$ cat config.mk
export PLATFORM = sky130hd
export DESIGN_NAME = bp_me_wormhole_mem_resp_arbiter
export DESIGN_NICKNAME = d
export VERILOG_FILES = /design/src/rtl/bp_me_wormhole_mem_resp_arbiter.sv
export SDC_FILE = /design/constraint.sdc
export NUM_CORES = 1
export LEC_CHECK = 0
export CAP_MARGIN = 20
export CORE_AREA = 4 4 131 133
export DETAILED_ROUTE_END_ITERATION = 6
export DIE_AREA = 0 0 135 137
export GPL_ROUTABILITY_DRIVEN = 0
export PLACE_DENSITY = 0.67
export SLEW_MARGIN = 30
export SYNTH_ARGS = -nofsm -noshare
export SYNTH_HDL_FRONTEND = slang
export SYNTH_SLANG_ARGS = --single-unit
$ cat constraint.sdc
create_clock -name clk_i -period 2.9 [get_ports clk_i]
set_input_delay 0.58 -clock clk_i [delete_from_list [all_inputs] [get_ports clk_i]]
set_output_delay 0.58 -clock clk_i [all_outputs]
set_load 0.1 [all_outputs]
$ cat src/rtl/bp_me_wormhole_mem_resp_arbiter.sv
// Packet-granular arbiter merging per-port mem_resp wormhole flit streams onto one NoC link.
// Optional BP_ME_WH_ARB_FIXED_PRIO_EN: lowest-index source wins instead of round-robin.
module bp_me_wormhole_mem_resp_arbiter #(
    parameter int num_src_p    = 4,
    parameter int flit_width_p = 64,
    parameter int cord_width_p = 7,
    parameter int len_width_p  = 4
) (
    input  logic                              clk_i,
    input  logic                              reset_n_i,
    input  logic [num_src_p*flit_width_p-1:0] src_data_i,
    input  logic [num_src_p-1:0]              src_v_i,
    output logic [num_src_p-1:0]              src_ready_o,
    output logic [flit_width_p-1:0]           link_data_o,
    output logic                              link_v_o,
    input  logic                              link_ready_i,
    output logic [num_src_p-1:0]              grant_o,
    output logic                              busy_o
);

    localparam int ptr_w_lp = (num_src_p > 1) ? $clog2(num_src_p) : 1;
    localparam logic [0:0] ST_IDLE = 1'b0;
    localparam logic [0:0] ST_BUSY = 1'b1;

    logic [flit_width_p-1:0] src_flit [num_src_p];

    genvar gi;
    generate
        for (gi = 0; gi < num_src_p; gi++) begin : g_slice
            assign src_flit[gi] = src_data_i[gi*flit_width_p +: flit_width_p];
        end
    endgenerate

    logic [0:0]             state_q, state_d;
    logic [ptr_w_lp-1:0]    lock_id_q, lock_id_d;
    logic [len_width_p-1:0] flits_left_q, flits_left_d;
    logic                   out_en_q;

`ifndef BP_ME_WH_ARB_FIXED_PRIO_EN
    localparam logic [ptr_w_lp-1:0] last_id_lp = ptr_w_lp'(num_src_p - 1);

    logic [ptr_w_lp-1:0] rr_ptr_q, rr_ptr_d;

    // Explicit compare so non-power-of-2 source counts wrap correctly.
    function automatic logic [ptr_w_lp-1:0] wrap_inc(input logic [ptr_w_lp-1:0] id);
        return (id == last_id_lp) ? '0 : id + 1'b1;
    endfunction
`endif

    // Header arbitration: scan from highest offset down so the nearest valid source wins last.
    logic                sel_found;
    logic [ptr_w_lp-1:0] sel_id;
    int                  sel_idx;

    always_comb begin
        sel_found = 1'b0;
        sel_id    = '0;
        sel_idx   = 0;
        for (int k = num_src_p - 1; k >= 0; k--) begin
`ifdef BP_ME_WH_ARB_FIXED_PRIO_EN
            sel_idx = k;
`else
            sel_idx = int'(rr_ptr_q) + k;
            if (sel_idx >= num_src_p) begin
                sel_idx = sel_idx - num_src_p;
            end
`endif
            if (src_v_i[ptr_w_lp'(sel_idx)]) begin
                sel_found = 1'b1;
                sel_id    = ptr_w_lp'(sel_idx);
            end
        end
    end

    logic                   gnt_en;
    logic [ptr_w_lp-1:0]    gnt_id;
    logic                   fire;
    logic [len_width_p-1:0] hdr_len;

    // out_en_q keeps every output quiet until the first clock edge after reset release.
    assign gnt_id = (state_q == ST_BUSY) ? lock_id_q : sel_id;
    assign gnt_en = out_en_q & ((state_q == ST_BUSY) | sel_found);

    generate
        for (gi = 0; gi < num_src_p; gi++) begin : g_grant
            assign grant_o[gi] = gnt_en & (gnt_id == ptr_w_lp'(gi));
        end
    endgenerate

    assign link_v_o    = gnt_en & src_v_i[gnt_id];
    assign link_data_o = gnt_en ? src_flit[gnt_id] : '0;
    assign src_ready_o = grant_o & {num_src_p{link_ready_i}};
    assign busy_o      = (state_q == ST_BUSY);
    assign fire        = link_v_o & link_ready_i;
    assign hdr_len     = link_data_o[cord_width_p +: len_width_p];

    always_comb begin
        state_d      = state_q;
        lock_id_d    = lock_id_q;
        flits_left_d = flits_left_q;
`ifndef BP_ME_WH_ARB_FIXED_PRIO_EN
        rr_ptr_d     = rr_ptr_q;
`endif
        if (fire) begin
            if (state_q == ST_IDLE) begin
                if (hdr_len != '0) begin
                    state_d      = ST_BUSY;
                    lock_id_d    = sel_id;
                    flits_left_d = hdr_len;
                end
`ifndef BP_ME_WH_ARB_FIXED_PRIO_EN
                else begin
                    rr_ptr_d = wrap_inc(sel_id);
                end
`endif
            end else begin
                // Payload flits are counted, never parsed.
                flits_left_d = flits_left_q - 1'b1;
                if (flits_left_q == len_width_p'(1)) begin
                    state_d = ST_IDLE;
`ifndef BP_ME_WH_ARB_FIXED_PRIO_EN
                    rr_ptr_d = wrap_inc(lock_id_q);
`endif
                end
            end
        end
    end

    always_ff @(posedge clk_i or negedge reset_n_i) begin
        if (!reset_n_i) begin
            state_q      <= ST_IDLE;
            lock_id_q    <= '0;
            flits_left_q <= '0;
            out_en_q     <= 1'b0;
`ifndef BP_ME_WH_ARB_FIXED_PRIO_EN
            rr_ptr_q     <= '0;
`endif
        end else begin
            state_q      <= state_d;
            lock_id_q    <= lock_id_d;
            flits_left_q <= flits_left_d;
            out_en_q     <= 1'b1;
`ifndef BP_ME_WH_ARB_FIXED_PRIO_EN
            rr_ptr_q     <= rr_ptr_d;
`endif
        end
    end

endmodule
# == Word level (Yosys, flattened, before mapping) ==
# Index checks and enable logic that the tools add are counted.
# Widths: inputs -> output; s select.
# op_classes
n_addsub,10
n_mul,0
n_div,0
magnitude_cmp,10
n_eq_ne,8
shifts,0
n_mux,41
bitwise,11
reduce_logical,6
# ops
operator,n
$mux 64,3
$bmux 64 s2,1
$mux 2,14
$lt 2x4->1 const B,4
$mux 1,16
$ge 3x3->1 const B,4
$bmux 1 s2,5
$eq 2x2->1 const B,4
$mux 4,2
$sub 2x1->2 const B,4
$and 1x1->1,7
$add 2x2->3 const B,2
$reduce_and 3->1,2
$add 2x1->2 const B,2
$and 4x4->4,1
$eq 4x1->1 const B,1
$reduce_bool 4->1,1
$sub 4x1->4 const B,1
$add 2x1->3 const B,1
$ge 2x3->1 const B,1
$lt 2x3->1 const B,1
$not 2->3,1
$eq 2x1->1 const B,1
$logic_not 2->1,1
6 further kinds,6
# totals
ff_bits,10
latchBits,0
ram_bits,0
rom_bits,0
inputBits,263
output_inout_bits,74
elab_cells,91
memories,0

# == Logic depth before layout (Yosys ltp) ==
# depth
depth_word,19
ltp_mapped,10
depth_no_buf,7

# == Worst setup path before layout ==
# No wires, ideal clock.
# synth_timing
path_kind,reg-to-output
startpoint,"register state_q, in the netlist busy_o"
endpoint,output port grant_o[1]
arrival_time_ns,4.771
required_ns,2.320
setup_slack_ns,-2.451
path_stages_with_launch,7
path_buffers,3
cell_sequence,dfrtp_1 > nand2_1 > o21a_4 > buf_6 > clkbuf_1 > buf_1 > nor4_1
# synth_between
elab_chain_cells,3
elab_cells_between_ends,5
classes_between,eq/ne: 1; mux: 1; bitwise: 3
# synth_lines
element,line_no,text
from (decl),34,"logic [0:0] state_q, state_d;"
from (signal assigned),139,state_q <= state_d;
$mux 2 / $or 1x1->1 (equally long branches),"81, 82",
$eq 2x1->1 / $and 1x1->1 (equally long branches),"86, 82",
$and 1x1->1 *,86,assign grant_o[gi] = gnt_en & (gnt_id == ptr_w_lp'(gi));
to (decl),17,"output logic [num_src_p-1:0] grant_o,"
# Mark *: on every way between the ends. The rest lies on a longest branch, timed or not.

# == Worst setup path in the final report ==
# layout_timing
startpoint,register rr_ptr_q[1]
endpoint,output port link_data_o[10]
# layout_between
elab_chain_cells,16
elab_cells_between_ends,43
classes_between,add/sub: 7; order compare: 4; mux: 29; bitwise: 3
# layout_lines
element,line_no,text
from (decl),42,"logic [ptr_w_lp-1:0] rr_ptr_q, rr_ptr_d;"
from (signal assigned),144,rr_ptr_q <= rr_ptr_d;
$add 2x2->3,63,sel_idx = int'(rr_ptr_q) + k;
$ge 3x3->1 / $sub 2x1->2 (equally long branches),"64, 65",
$mux 2,64,if (sel_idx >= num_src_p) begin
$bmux 1 s2,68,if (src_v_i[ptr_w_lp'(sel_idx)]) begin
$mux 1 (implied by the code) (2 in a row),68,
$mux 2 (4 in a row),68,
$mux 2,81,assign gnt_id = (state_q == ST_BUSY) ? lock_id_q : sel_id;
$not 2->3 (implied by the code),91,assign link_data_o = gnt_en ? src_flit[gnt_id] : '0;
$bmux 64 s2,91,
$mux 64 (implied by the code) (2 in a row),91,
$mux 64 *,91,
to (decl),14,"output logic [flit_width_p-1:0] link_data_o,"
# Mark *: on every way between the ends. The rest lies on a longest branch, timed or not. The select of a mux whose other input is x is not followed.

==> impl_results.md <==
* Mean Syn Cell Area at 5.57 µm²
* Commonest non-fill, non-tap cell in the layout: clkdlybuf4s50_1
* Crit-path max FO at 5
* Ports at 337
* CP Launch Type: register
* Slack of the critical path at -49.2 ps
* 1st-iter DRT viols at 262
* Die width at 135 µm
* CTS root buf: clkbuf_16
* WP data required at 2320 ps
* Largest net degree at the start of global routing at 64
* Max Clock Skew at 0.928 ps
* Leading cell types in the layout, fill and taps excluded: clkdlybuf4s50_1, nand2_1, buf_12, and3_4
* Hold Slack at 573 ps
* Die height at 137 µm
* DP HPWL at 14.9 mm
* Yosys top cell by area: nand2_1
* Fillers at 1371
* Mapped Area at 3330 µm²
* First-pass GRT wire length at 29.7 mm
* Final period util at 102%
* Total gr overflow at 0
* IO Port Bufs at 336
* Setup violators final at 8
* Clock Tree Buf Depth at 2
* Unrepaired setup endpoints after global routing: true
* Worst skew pair latency at 240 ps
* Net switching power at 2.48 mW
* Number of global-route vias before repair at 5400
* Ys flop type: dfrtp_1
* Crit-path leading delay family: simple AND/OR/NAND/NOR gates
* Final WL at 21.8 mm
* Initial Util at 21.1%
* Yosys top cell area share at 28.2%
* Rows at 46
* Nets at 1223
* Clk pwr share at 5.4%
* CTS tree: yes
* Num CTS Buffers at 3
* Synth cell types at 54
* CTS H-tree lvls at 1
* Crit-path cells: or3b_4 -> o221ai_4 -> o21a_4 -> buf_12 -> mux4_2 -> and2_4 -> buf_12
* Hold Path Class: reg2reg
* Async SR Flop Fraction at 100%
* Remaining antenna violation count at 0
* Crit. End Element: primary output
* Pwr/cell area at 511 nW/µm²
* DR pass1 iterations at 5
* Yosys warning count at 0
* Crit-path max cell delay at 540 ps
* Register area share after synthesis at 7.51%
* Internal Power at 2.25 mW
* Clock sinks at 10
* DR vias/cell at 4.80
* Mapped Nets at 864
* Overall Global Routing Usage at 20.0%
* Share of layout cells above drive strength 1 at 28.5%
* #FFs+latches synth at 10
* Most numerous cell on the critical path: buf_12
* Slowest CP cell: mux4_2
* Core ar. at 15800 µm²
* Setup Total Neg Slack at -152 ps
* Crit path DAT at 2370 ps
* CP Buf/Inv Count at 2
* Status: finished, violations left
* Final Hold Viols at 0
* Final Critical Period at 2950 ps
* Gate Count Post-Synth at 598
* Sequential share of power at 4.5%
* Ant. Diodes at 0
* Wire per inst at 18.6 µm
* Leakage at 3.85 nW
* Max-cap violations at 0
* Switch share at 52.4%
* Max-Slew Margin vs Limit at 66.6%
* Synth area leaders: nand2_1, nand3b_1, and3_1
* Reg clk slew, reported paths at 40 ps
* Post-synth EDFFs at 0
* Final Slew Violations at 0
* Max frequency at 339 MHz
* Area growth syn-to-layout at 178%
* Die area at 18500 µm²
* Initial antenna violation count at 0
* VDD IR max at 0.343 mV
* Worst setup path class: reg2out
* DRC Markers at 0
* Via Count at 5629
* Hold buffers post-CTS at 0
* Comb pwr share at 90.2%
* Worst-Margin Slew at 500 ps
* Failing checks: negative setup slack
==> power by group through the flow <==
stage                     clock (mW)  combinational (mW)  sequential [mW]
after floorplan                    0                2.38            0.201
after global placement             0                3.85            0.209
after detailed placement           0                3.87            0.212
after CTS                      0.249                4.15            0.209
after global routing           0.260                4.46            0.215
final                          0.254                4.26            0.211
==> final timing paths <==
| path | from | endpoint | slack (ps) | cells past startpoint |
|---|---|---|---|---|
| worst min-delay path | lock_id_q[0] | lock_id_q[0] | 570 | 2 |
| worst min register to register | lock_id_q[0] | lock_id_q[0] | 570 | 2 |
| max in group asynchronous | reset_n_i | busy_o | 1840 | 1 |
| worst max-delay path | rr_ptr_q[1] | link_data_o[10] | -50 | 7 |
| worst max register to register | rr_ptr_q[1] | rr_ptr_q[1] | 10 | 10 |
| min in group asynchronous | reset_n_i | flits_left_q[3] | 680 | 1 |
==> worst reg2reg max path, delay by kind of cell (launching register included) <==
family / cells / cell delay [ps]
flip-flops: 1 / 450
buffers and inverters: 3 / 410
AND/OR/NAND/NOR: 2 / 510
multiplexers: 1 / 520
AO/OA/AOI/OAI: 4 / 870
==> cells in the mapped netlist (2+ instances only) <==
library cell	number
o21ai_1	2
nor2b_1	4
o31ai_1	3
o211ai_1	2
o221ai_1	2
o21a_1	3
buf_1	5
nor3b_1	2
o21ba_2	2
nand3_1	67
buf_2	2
nor3_1	7
and2_1	4
a21oi_1	2
dfrtp_1	10
mux2i_1	6
clkbuf_1	45
ha_1	3
nand2_1	250
a22oi_1	3
o21ai_0	6
and3_1	65
inv_1	6
nand3b_1	60
mux4_2	4
nor2_1	5
==> sequential cells by signal, summed over array words and instances, names as in the netlist <==
register,cells
busy_o,1
rr_ptr_q,2
lock_id_q,2
out_en_q,1
flits_left_q,4
==> through the flow <==
stage | std cells | utilization (%) | worst slack (ps) | cell area (µm²) | power [mW]
final | 1172 | 58.5 | -49.2 | 9260 | 4.73
after global routing | 1172 | 58.5 | -114 | 9260 | 4.94
after CTS | 1161 | 56.5 | -28.5 | 8940 | 4.61
after detailed placement | 1134 | 52.6 | -664 | 8330 | 4.08
after global placement | 1134 | 52.6 | -649 | 8330 | 4.06
after floorplan | 598 | - | -437 | 3790 | 2.58
==> logic make-up after synthesis <==
kind of cell / synth area share, %
simple gates: 70.4
fa+ha+maj: 1.13
xor+xnor: 0.263
compound gates: 8.45
flops: 7.51
other cells: 0.113
mux: 4.84
buf+inv: 7.28
==> layer usage <==
layer | GRT usage (%) | share of wire [%] | vias to the layer above
li1 | - | - | 2758
met1 | 24.2 | 40 | 2595
met2 | 36.6 | 51 | 245
met3 | 4.60 | 7.3 | 31
met4 | 3.47 | 1.6 | 0
met5 | 0 | 0 | -
==> what timing repair did <==
item / in CTS / in global routing
resized for setup: 63 / 33
endpoints found under the hold margin: 0 / 0
buffers inserted: 16 / 7
pin swaps: 11 / 15
setup endpoints to repair: 82 / 79
cloned: 8 / 8
==> area by class of cell <==
class / count / area, µm² / area share, %
Tap cell: 216 / 270 / 2.92
Sequential cell: 10 / 256 / 2.77
Clock buffer: 4 / 78.8 / 0.851
Multi-Input combinational cell: 527 / 3440 / 37.2
Timing Repair Buffer: 408 / 5190 / 56.0
Inverter: 7 / 26.3 / 0.284
Note: power is estimated with default switching activity, not from simulation.
